## src/rtl/mem_ctrl_pkg.sv

```systemverilog
// mem_ctrl shared definitions: FSM states, access lengths, IO decode, helpers.
package mem_ctrl_pkg;

   localparam int unsigned ADDR_W_DEF = 32;
   localparam int unsigned IO_BIT_DEF = 17;

   // Two address bits [IO_BIT:IO_BIT-1] equal to this select IO space
   localparam logic [1:0] IO_SPACE = 2'b11;

   localparam logic [2:0] LEN_B = 3'd1;
   localparam logic [2:0] LEN_H = 3'd2;
   localparam logic [2:0] LEN_W = 3'd4;

   typedef enum logic [1:0] {
      IDLE,
      READ,
      WRITE
   } state_t;

   typedef enum logic {
      SRC_IF,
      SRC_MEM
   } src_t;

   // Requester length code to byte count: 1 and 2 are literal, anything else is a word
   function automatic logic [2:0] len_decode(input logic [2:0] len);
      case (len)
         3'd1:    len_decode = LEN_B;
         3'd2:    len_decode = LEN_H;
         default: len_decode = LEN_W;
      endcase
   endfunction

   // Little-endian byte lane i of a word
   function automatic logic [7:0] byte_sel(input logic [31:0] w, input logic [1:0] i);
      case (i)
         2'd0:    byte_sel = w[7:0];
         2'd1:    byte_sel = w[15:8];
         2'd2:    byte_sel = w[23:16];
         default: byte_sel = w[31:24];
      endcase
   endfunction

   // Load result extension; words pass through untouched
   function automatic logic [31:0] extend(input logic [31:0] raw, input logic [2:0] n,
                                          input logic sgn);
      case (n)
         LEN_B:   extend = {{24{sgn & raw[7]}}, raw[7:0]};
         LEN_H:   extend = {{16{sgn & raw[15]}}, raw[15:0]};
         default: extend = raw;
      endcase
   endfunction

endpackage

```

## src/rtl/mem_ctrl_if.sv

```systemverilog
// mem_ctrl bus bundle: IF fetch port, MEM data port, external 8-bit RAM bus, IO flow control.
interface mem_ctrl_if #(
   parameter int unsigned ADDR_W = 32
);
   // IF stage fetch handshake
   logic              if_req;
   logic [ADDR_W-1:0] if_addr;
   logic              if_ready;
   logic [31:0]       if_data;

   // MEM stage data handshake
   logic              mem_read;
   logic              mem_write;
   logic [ADDR_W-1:0] mem_addr;
   logic [31:0]       mem_wdata;
   logic [2:0]        mem_length;
   logic              mem_signed;
   logic              mem_ready;
   logic [31:0]       mem_rdata;

   // External RAM byte bus
   logic [ADDR_W-1:0] ram_a;
   logic [7:0]        ram_dout;
   logic [7:0]        ram_din;
   logic              ram_wr;

   // UART sink back-pressure
   logic              io_buffer_full;

   // Controller side
   modport slave (
      input  if_req, if_addr,
      output if_ready, if_data,
      input  mem_read, mem_write, mem_addr, mem_wdata, mem_length, mem_signed,
      output mem_ready, mem_rdata,
      output ram_a, ram_dout, ram_wr,
      input  ram_din,
      input  io_buffer_full
   );

   // Core / RAM / IO side
   modport master (
      output if_req, if_addr,
      input  if_ready, if_data,
      output mem_read, mem_write, mem_addr, mem_wdata, mem_length, mem_signed,
      input  mem_ready, mem_rdata,
      input  ram_a, ram_dout, ram_wr,
      output ram_din,
      output io_buffer_full
   );

endinterface

```

## src/rtl/mem_ctrl.sv

```systemverilog
// mem_ctrl: arbitrates IF fetches and MEM loads/stores onto an 8-bit little-endian RAM bus.
module mem_ctrl
   import mem_ctrl_pkg::*;
#(
   parameter int unsigned ADDR_W = ADDR_W_DEF,
   parameter int unsigned IO_BIT = IO_BIT_DEF
) (
   input logic       clk,
   input logic       rst,
   input logic       rdy,
   mem_ctrl_if.slave bus
);

   state_t            state, state_d;
   logic [ADDR_W-1:0] addr_q, addr_d;
   logic [31:0]       wdata_q, wdata_d;
   logic [2:0]        n_q, n_d;
   logic              sgn_q, sgn_d;
   src_t              src_q, src_d;
   logic [2:0]        cnt_q, cnt_d;
   logic [31:0]       asm_q, asm_d;

   logic [ADDR_W-1:0] ram_a_q, ram_a_d;
   logic [7:0]        ram_dout_q, ram_dout_d;
   logic              ram_wr_q, ram_wr_d;
   logic              if_ready_q, if_ready_d;
   logic              mem_ready_q, mem_ready_d;
   logic [31:0]       if_data_q, if_data_d;
   logic [31:0]       mem_rdata_q, mem_rdata_d;

   logic              accept;
   logic              mem_sel;
   logic              is_store;
   logic              io_req;
   logic              io_q;
   logic              stall;
   logic [2:0]        cnt_inc;

   // A ready pulse still pending blocks acceptance, so a request held into its own ready cycle is not re-taken
   assign accept   = (bus.mem_read | bus.mem_write | bus.if_req) & ~if_ready_q & ~mem_ready_q;
   assign mem_sel  = bus.mem_read | bus.mem_write;
   assign is_store = ~bus.mem_read & bus.mem_write;
   assign io_req   = (bus.mem_addr[IO_BIT -: 2] == IO_SPACE);
   assign io_q     = (addr_q[IO_BIT -: 2] == IO_SPACE);
   assign stall    = io_q & bus.io_buffer_full;
   assign cnt_inc  = cnt_q + 3'd1;

   // State register; rdy low freezes the FSM
   always_ff @(posedge clk or posedge rst) begin
      if (rst) begin
         state <= IDLE;
      end else if (rdy) begin
         state <= state_d;
      end
   end

   // Next-state: READ ends after the last byte capture, WRITE after the last driven byte
   always_comb begin
      state_d = state;
      unique case (state)
         IDLE: begin
            if (accept) begin
               state_d = is_store ? WRITE : READ;
            end
         end
         READ: begin
            if (cnt_q == n_q) begin
               state_d = IDLE;
            end
         end
         WRITE: begin
            if (ram_wr_q && (cnt_inc == n_q)) begin
               state_d = IDLE;
            end
         end
         default: state_d = IDLE;
      endcase
   end

   // Output/datapath next values; every bus output is registered from these
   always_comb begin
      addr_d      = addr_q;
      wdata_d     = wdata_q;
      n_d         = n_q;
      sgn_d       = sgn_q;
      src_d       = src_q;
      cnt_d       = cnt_q;
      asm_d       = asm_q;
      ram_a_d     = ram_a_q;
      ram_dout_d  = ram_dout_q;
      ram_wr_d    = 1'b0;
      if_ready_d  = 1'b0;
      mem_ready_d = 1'b0;
      if_data_d   = if_data_q;
      mem_rdata_d = mem_rdata_q;
      unique case (state)
         IDLE: begin
            if (accept) begin
               cnt_d = '0;
               asm_d = '0;
               if (mem_sel) begin
                  addr_d  = bus.mem_addr;
                  wdata_d = bus.mem_wdata;
                  n_d     = len_decode(bus.mem_length);
                  sgn_d   = bus.mem_signed;
                  src_d   = SRC_MEM;
               end else begin
                  addr_d  = bus.if_addr;
                  wdata_d = '0;
                  n_d     = LEN_W;
                  sgn_d   = 1'b0;
                  src_d   = SRC_IF;
               end
               ram_a_d = addr_d;
               if (is_store) begin
                  ram_dout_d = bus.mem_wdata[7:0];
                  ram_wr_d   = ~(io_req & bus.io_buffer_full);
               end
            end
         end
         READ: begin
            // cnt_q counts READ cycles: byte cnt_q is on the address bus, byte cnt_q-1 is on ram_din
            for (int unsigned k = 0; k < 4; k++) begin
               if (cnt_q == 3'(k + 1)) begin
                  asm_d[8*k +: 8] = bus.ram_din;
               end
            end
            cnt_d = cnt_inc;
            if (cnt_inc < n_q) begin
               ram_a_d = addr_q + ADDR_W'(cnt_inc);
            end
            if (cnt_q == n_q) begin
               cnt_d = '0;
               if (src_q == SRC_MEM) begin
                  mem_ready_d = 1'b1;
                  mem_rdata_d = extend(asm_d, n_q, sgn_q);
               end else begin
                  if_ready_d = 1'b1;
                  if_data_d  = asm_d;
               end
            end
         end
         WRITE: begin
            // A byte retires only in a cycle where it was actually strobed; an IO stall re-offers it
            if (ram_wr_q) begin
               cnt_d = cnt_inc;
               if (cnt_inc == n_q) begin
                  cnt_d       = '0;
                  mem_ready_d = 1'b1;
                  mem_rdata_d = '0;
               end else begin
                  ram_a_d    = addr_q + ADDR_W'(cnt_inc);
                  ram_dout_d = byte_sel(wdata_q, cnt_inc[1:0]);
                  ram_wr_d   = ~stall;
               end
            end else begin
               ram_wr_d = ~stall;
            end
         end
         default: ;
      endcase
   end

   // Datapath and output registers; rdy low holds everything
   always_ff @(posedge clk or posedge rst) begin
      if (rst) begin
         addr_q      <= '0;
         wdata_q     <= '0;
         n_q         <= '0;
         sgn_q       <= 1'b0;
         src_q       <= SRC_IF;
         cnt_q       <= '0;
         asm_q       <= '0;
         ram_a_q     <= '0;
         ram_dout_q  <= '0;
         ram_wr_q    <= 1'b0;
         if_ready_q  <= 1'b0;
         mem_ready_q <= 1'b0;
         if_data_q   <= '0;
         mem_rdata_q <= '0;
      end else if (rdy) begin
         addr_q      <= addr_d;
         wdata_q     <= wdata_d;
         n_q         <= n_d;
         sgn_q       <= sgn_d;
         src_q       <= src_d;
         cnt_q       <= cnt_d;
         asm_q       <= asm_d;
         ram_a_q     <= ram_a_d;
         ram_dout_q  <= ram_dout_d;
         ram_wr_q    <= ram_wr_d;
         if_ready_q  <= if_ready_d;
         mem_ready_q <= mem_ready_d;
         if_data_q   <= if_data_d;
         mem_rdata_q <= mem_rdata_d;
      end
   end

   // Strobes are masked by rdy so a frozen cycle never writes RAM or signals completion
   assign bus.ram_a     = ram_a_q;
   assign bus.ram_dout  = ram_dout_q;
   assign bus.ram_wr    = ram_wr_q & rdy;
   assign bus.if_ready  = if_ready_q & rdy;
   assign bus.if_data   = if_data_q;
   assign bus.mem_ready = mem_ready_q & rdy;
   assign bus.mem_rdata = mem_rdata_q;

endmodule
```

## src/flat_wrapper.sv

```systemverilog
// flat-port wrapper written by rule: the top's interface ports become plain ports
module mem_ctrl_flat import mem_ctrl_pkg::*;
#(
   parameter int unsigned ADDR_W = ADDR_W_DEF,
   parameter int unsigned IO_BIT = IO_BIT_DEF
)
  (clk, rst, rdy, bus_if_req, bus_if_addr, bus_if_ready, bus_if_data, bus_mem_read, bus_mem_write, bus_mem_addr, bus_mem_wdata, bus_mem_length, bus_mem_signed, bus_mem_ready, bus_mem_rdata, bus_ram_a, bus_ram_dout, bus_ram_wr, bus_ram_din, bus_io_buffer_full);
  mem_ctrl_if #(.ADDR_W(ADDR_W)) bus_i ();
  input logic clk;
  input logic rst;
  input logic rdy;
  input wire logic [$bits(bus_i.if_req)-1:0] bus_if_req;
  input wire logic [$bits(bus_i.if_addr)-1:0] bus_if_addr;
  output wire logic [$bits(bus_i.if_ready)-1:0] bus_if_ready;
  output wire logic [$bits(bus_i.if_data)-1:0] bus_if_data;
  input wire logic [$bits(bus_i.mem_read)-1:0] bus_mem_read;
  input wire logic [$bits(bus_i.mem_write)-1:0] bus_mem_write;
  input wire logic [$bits(bus_i.mem_addr)-1:0] bus_mem_addr;
  input wire logic [$bits(bus_i.mem_wdata)-1:0] bus_mem_wdata;
  input wire logic [$bits(bus_i.mem_length)-1:0] bus_mem_length;
  input wire logic [$bits(bus_i.mem_signed)-1:0] bus_mem_signed;
  output wire logic [$bits(bus_i.mem_ready)-1:0] bus_mem_ready;
  output wire logic [$bits(bus_i.mem_rdata)-1:0] bus_mem_rdata;
  output wire logic [$bits(bus_i.ram_a)-1:0] bus_ram_a;
  output wire logic [$bits(bus_i.ram_dout)-1:0] bus_ram_dout;
  output wire logic [$bits(bus_i.ram_wr)-1:0] bus_ram_wr;
  input wire logic [$bits(bus_i.ram_din)-1:0] bus_ram_din;
  input wire logic [$bits(bus_i.io_buffer_full)-1:0] bus_io_buffer_full;
  assign bus_i.if_req = bus_if_req;
  assign bus_i.if_addr = bus_if_addr;
  assign bus_if_ready = bus_i.if_ready;
  assign bus_if_data = bus_i.if_data;
  assign bus_i.mem_read = bus_mem_read;
  assign bus_i.mem_write = bus_mem_write;
  assign bus_i.mem_addr = bus_mem_addr;
  assign bus_i.mem_wdata = bus_mem_wdata;
  assign bus_i.mem_length = bus_mem_length;
  assign bus_i.mem_signed = bus_mem_signed;
  assign bus_mem_ready = bus_i.mem_ready;
  assign bus_mem_rdata = bus_i.mem_rdata;
  assign bus_ram_a = bus_i.ram_a;
  assign bus_ram_dout = bus_i.ram_dout;
  assign bus_ram_wr = bus_i.ram_wr;
  assign bus_i.ram_din = bus_ram_din;
  assign bus_i.io_buffer_full = bus_io_buffer_full;
  mem_ctrl #(.ADDR_W(ADDR_W), .IO_BIT(IO_BIT)) u_core (.clk(clk), .rst(rst), .rdy(rdy), .bus(bus_i));
endmodule
```

## config.mk

```make
export PLATFORM = sky130hd
export DESIGN_NAME = mem_ctrl_flat
export DESIGN_NICKNAME = d
export VERILOG_FILES = /design/src/rtl/mem_ctrl_pkg.sv /design/src/rtl/mem_ctrl_if.sv /design/src/rtl/mem_ctrl.sv /design/src/flat_wrapper.sv
export SDC_FILE = /design/constraint.sdc
export NUM_CORES = 1
export LEC_CHECK = 0
export BUFFER_PORTS_ARGS = -buffer_cell sky130_fd_sc_hd__clkbuf_2
export CORE_MARGIN = 8
export CORE_UTILIZATION = 40
export CTS_BUF_LIST = sky130_fd_sc_hd__clkbuf_8
export DETAILED_ROUTE_END_ITERATION = 16
export PLACE_DENSITY_LB_ADDON = 0.25
export SETUP_SLACK_MARGIN = 0.5
export SYNTH_ARGS = -nofsm -noshare
export SYNTH_HDL_FRONTEND = slang
export SYNTH_SLANG_ARGS = --single-unit
```

## constraint.sdc

```tcl
create_clock -name clk -period 7.5 [get_ports clk]
set_input_delay 0.375 -clock clk [delete_from_list [all_inputs] [get_ports clk]]
set_output_delay 0.375 -clock clk [all_outputs]
set_load 0.01 [all_outputs]
```

## Yosys cells after proc, flatten, opt, wreduce, memory -nomap -nowiden

Index checks and enable logic that the tools add are counted.

| operators by class | value |
|---|---|
| $add $sub $neg | 2 |
| order comparisons | 1 |
| equal/unequal tests | 25 |
| mux-type cells | 54 |
| bitwise operators | 18 |
| reductions and logical operators | 15 |

Operator list:

| kind | number |
|---|---|
| 2-to-1 mux 32 bit | 11 |
| case mux 32 bit (2 select lines) | 3 |
| case mux 32 bit (3 select lines) | 1 |
| 2-to-1 mux 8 bit | 10 |
| adder 32 x 3 -> 32 bit | 1 |
| case mux 8 bit (3 select lines) | 1 |
| AND reduction 6 bit | 3 |
| inequality test 2 x 1 -> 1 bit (second input constant) | 8 |
| case mux 8 bit (2 select lines) | 1 |
| 2-to-1 mux 3 bit | 5 |
| 2-to-1 mux 1 bit | 13 |
| equality test 3 x 2 -> 1 bit (second input constant) | 4 |
| AND reduction 4 bit | 3 |
| AND 1 bit | 10 |
| equality test 3 x 1 -> 1 bit (second input constant) | 3 |
| case mux 3 bit (3 select lines) | 1 |
| equality test 2 bit (second input constant) | 4 |
| 2-to-1 mux 2 bit | 4 |
| equality test 3 bit | 2 |
| inverter 1 bit | 6 |
| case mux 2 bit (3 select lines) | 1 |
| case mux 3 bit (2 select lines) | 1 |
| AND reduction 3 bit | 2 |
| nonzero test 2 bit | 3 |
| 10 further kinds | 14 |

| storage, ports and cells | value |
|---|---|
| register bits after elaboration | 213 |
| input port bits | 115 |
| output and inout port bits | 107 |
| word-level logic and storage cells | 130 |

## Longest topological paths before layout

| depth | value |
|---|---|
| depth in word-level cells | 8 |
| mapped depth | 12 |
| depth with buffers taken out | 9 |

## Worst setup path before layout

No wires, ideal clock.

| timing | value |
|---|---|
| path type | flip-flop to flip-flop |
| from | register u_core.cnt_q[1] |
| to | register u_core.ram_a_q[31] (netlist: u_core.bus.ram_a[31]) |
| setup time | 0.132 ns |
| arrival time | 2.509 ns |
| data required time | 7.368 ns |
| slack | 4.859 ns |
| stages on the path, launching flop included | 10 |
| path buffers | 0 |
| clock period less this slack | 2.641 ns |
| cells stage by stage | dfrtp_1 > ha_1 > ha_1 > inv_1 > ha_1 > nand3_1 > a21boi_1 > nor3_1 > mux2i_1 > or3b_1 |

| between the ends | value |
|---|---|
| longest elaborated chain between the ends | 5 |
| elaborated cells on any way between the ends | 11 |
| those cells by class | add/sub: 2; order compare: 1; eq/ne: 3; mux: 4; reduce/logical: 1 |

Ends and longest elaborated chain:

| what | RTL line | source |
|---|---|---|
| from (decl) | mem_ctrl.sv:20 | `logic [2:0] cnt_q, cnt_d;` |
| from (signal assigned) | mem_ctrl.sv:187 | `cnt_q <= cnt_d;` |
| adder 3 x 1 -> 3 bit (*) | mem_ctrl.sv:46 | `assign cnt_inc = cnt_q + 3'd1;` |
| adder 32 x 3 -> 32 bit | mem_ctrl.sv:130, mem_ctrl.sv:152 |  |
| 2-to-1 mux 32 bit | mem_ctrl.sv:147 | `if (cnt_inc == n_q) begin` |
| 2-to-1 mux 32 bit | mem_ctrl.sv:145 | `if (ram_wr_q) begin` |
| case mux 32 bit (3 select lines) | mem_ctrl.sv:96 | `unique case (state)` |
| to (signal assigned) | mem_ctrl.sv:189 | `ram_a_q <= ram_a_d;` |
| to (decl) | mem_ctrl.sv:23 | `logic [ADDR_W-1:0] ram_a_q, ram_a_d;` |

Mark *: on every way between the ends. The rest lies on a longest branch, timed or not. The select of a mux whose other input is x is not followed.
A chain may end at the register's enable or synchronous reset.

## Worst setup path in the final report

Ends and elaborated chain as after synthesis.

==> results_dict.tcl <==
set metrics [dict create \
    crit_type "reg -> reg" \
    power_density_nw_per_um2 411 \
    ctsResizeCount 0 \
    layout_commonest_cell "nand2_1" \
    clock_path_buffers 3 \
    grt_pass1_wl_mm 49.0 \
    setup_viol 0 \
    wirelength_mm 30.8 \
    reg2reg_to "u_core.bus.ram_a[31]" \
    hold_viol 0 \
    ir_worst_vdd_v 0.000221 \
    dp_slack_ps 4270 \
    maxSlewViolCount 0 \
    place.gp.congestion 0.815 \
    fin_nets 1463 \
    critPathRequiredTime_ps 7900 \
    ys_seq_area_frac 0.505 \
    vias_per_cell 5.37 \
    via_count 9067 \
    grt_overflow_total 0 \
    groute.usage.overall 0.191 \
    grt_pass1_vias 9143 \
    synth_cells 1138 \
    wl_per_cell_microns 18.2 \
    clk_pin_slew_ps 60 \
    fin_crit_sh 0.435 \
    grt_setup_unrepaired "no" \
    synth-seq-cells 213 \
    syn_avg_cell_area_sq_um 9.28 \
    core_area_sq_um 26000 \
    yosysUniqueCellTypes 69 \
    skew_ps 9.74 \
    dr.pass1.iters 4 \
    max_freq_mhz 306 \
    synth_edf_count 0 \
    cts_root_buffer "clkbuf_8" \
    die_y_microns 179 \
    die_w_microns 179 \
    drc 0 \
    insertion_delay_ps 520 \
    ctsHoldBuffers 0 \
    synth_nets 1271 \
    critical_path.max_fanout 61 \
    fin_crit_ps 3260 \
    drive_gt1_frac 0.222 \
    p_leak_uw 0.00621 \
    critical_path.endpoint_type "register" \
    ant_nets 0 \
    rows 59 \
    ys_warn_count 0 \
    grt_max_degree 144 \
    layout_setup_ws_ps 4240 \
    setup_tns_ps 0 \
    antenna_found_initial 3 \
    rrSetupSlack_ps 4240 \
    regToRegStartpoint "u_core.cnt_q[1]" \
    start_util 0.407 \
    post_cts_buffers 0 \
    hold_path.class "in -> async" \
    status "completed" \
    clock-sinks 213 \
    cp.arrival_ps 3660 \
    die_area_sq_um 31900 \
    ys.flop_type "dfrtp_1" \
    dp_hpwl_mm 21.4 \
    synthArstFlopShare 1.00 \
    final_cell_mix "nand2_1, clkbuf_2, dfrtp_1" \
    setup.worst_path.start_class "register" \
    power.total_uw 5160 \
    numPortBuffers 221 \
    area_growth_pct 18.9 \
    initialDrtViolationCount 777 \
    htreeDepth 2 \
    cts_tree "built" \
    cts_made_buffers 37 \
    ff2ff_path_depth 10 \
    netlist_area_sq_um 10600 \
    relSlewSlack 0.250 \
    worst_pin_slew_ps 1120 \
    io_pins 222 \
    maxCapViolCount 0 \
]
flip-flops by register name (all words and copies together) (netlist names):
register,flops
u_core.addr_q,32
u_core.src_q,1
u_core.n_q,3
u_core.wdata_q,32
u_core.bus.ram_dout,8
u_core.cnt_q,3
u_core.bus.ram_a,32
u_core.state,2
u_core.mem_ready_q,1
u_core.bus.if_data,32
u_core.sgn_q,1
u_core.asm_q,32
u_core.bus.mem_rdata,32
u_core.ram_wr_q,1
u_core.if_ready_q,1
worst max-delay path, stage by stage, from the launching register on:
cell and delay [ps]:
dfrtp_1 450, ha_1 220, ha_1 290, inv_1 70
ha_1 320, nand3_1 100, a21boi_1 460, or3_2 210
buf_4 500, nor3_1 120, or3b_1 390
how the worst max path moves through the flow:
stage	from	to	slack [ps]
6_report	u_core.cnt_q[1]	u_core.bus.ram_a[31]	4240
5_1_grt	u_core.cnt_q[0]	u_core.bus.ram_a[31]	4030
4_1_cts	u_core.cnt_q[1]	u_core.bus.ram_a[31]	4260
3_5_place_dp	u_core.cnt_q[1]	u_core.bus.ram_a[31]	4270
3_3_place_gp	u_core.cnt_q[1]	u_core.bus.ram_a[31]	4380
2_1_floorplan	rst	u_core.addr_q[0]	1300
synth_stat cells (4+ instances only):
| master | number | share of area |
|---|---|---|
| a222oi_1 | 8 | 0.0076 |
| a22o_1 | 25 | 0.021 |
| or4_1 | 4 | 0.0028 |
| nand4_1 | 8 | 0.0047 |
| and3_1 | 21 | 0.012 |
| nand3_1 | 44 | 0.021 |
| o31ai_1 | 27 | 0.019 |
| buf_1 | 11 | 0.0039 |
| and4_1 | 6 | 0.0050 |
| nor3_1 | 17 | 0.0081 |
| xnor2_1 | 6 | 0.0050 |
| buf_2 | 19 | 0.0090 |
| nor4_1 | 10 | 0.0059 |
| a21oi_1 | 51 | 0.024 |
| mux2i_1 | 62 | 0.059 |
| dfrtp_1 | 213 | 0.50 |
| xor2_1 | 6 | 0.0050 |
| o21ai_0 | 71 | 0.034 |
| and2_1 | 6 | 0.0036 |
| nand2_1 | 238 | 0.085 |
| nor2_1 | 89 | 0.032 |
| o211ai_1 | 6 | 0.0043 |
| a31oi_1 | 23 | 0.014 |
| ha_1 | 17 | 0.020 |
| a21o_1 | 5 | 0.0036 |
| nand2b_1 | 10 | 0.0059 |
| inv_1 | 20 | 0.0071 |
| clkbuf_1 | 46 | 0.016 |
| or3_1 | 7 | 0.0041 |
layer usage:
layer | up-vias | share of wire | GRT usage
met3 | 46 | 0.068 | 0.0476
met1 | 4378 | 0.45 | 0.257
met2 | 238 | 0.46 | 0.302
met4 | 4 | 0.020 | 0.0541
met5 | - | 0.0010 | 0
li1 | 4401 | - | -
kinds of logic (layout without fill, tap and decap cells):
group | Yosys count | count (layout) | share of synthesized area
fa+ha+maj | 18 | 18 | 0.0220
simple gates | 476 | 476 | 0.204
other cells | 0 | 1 | 0
xor+xnor | 12 | 12 | 0.00995
buf+inv | 101 | 317 | 0.0400
mux | 65 | 65 | 0.0619
compound gates | 253 | 253 | 0.157
flops | 213 | 213 | 0.505
through the flow:
stage	instance area, sq um	utilization	hold slack (ps)	std cells
6_report	12600	0.483	40.3	1690
5_1_grt	12600	0.483	59.4	1690
4_1_cts	12600	0.483	38.7	1689
3_5_place_dp	11900	0.457	458	1626
3_3_place_gp	11900	0.457	451	1626
2_1_floorplan	10600	-	438	1138
cell type report:
type | instances | area (sq um)
fill | 2532 | 13400
sequential | 213 | 5330
multi-input combinational | 824 | 4830
timing repair buffer | 233 | 1200
clock buffer | 45 | 619
tap | 335 | 419
inverter | 21 | 86.3
clock inverter | 18 | 75.1
antenna | 1 | 2.50
where the power goes:
group,switching [uW],internal [uW]
clock,468,540
sequential,368,1610
combinational,1360,824
Power figures use the tool's default switching activity.
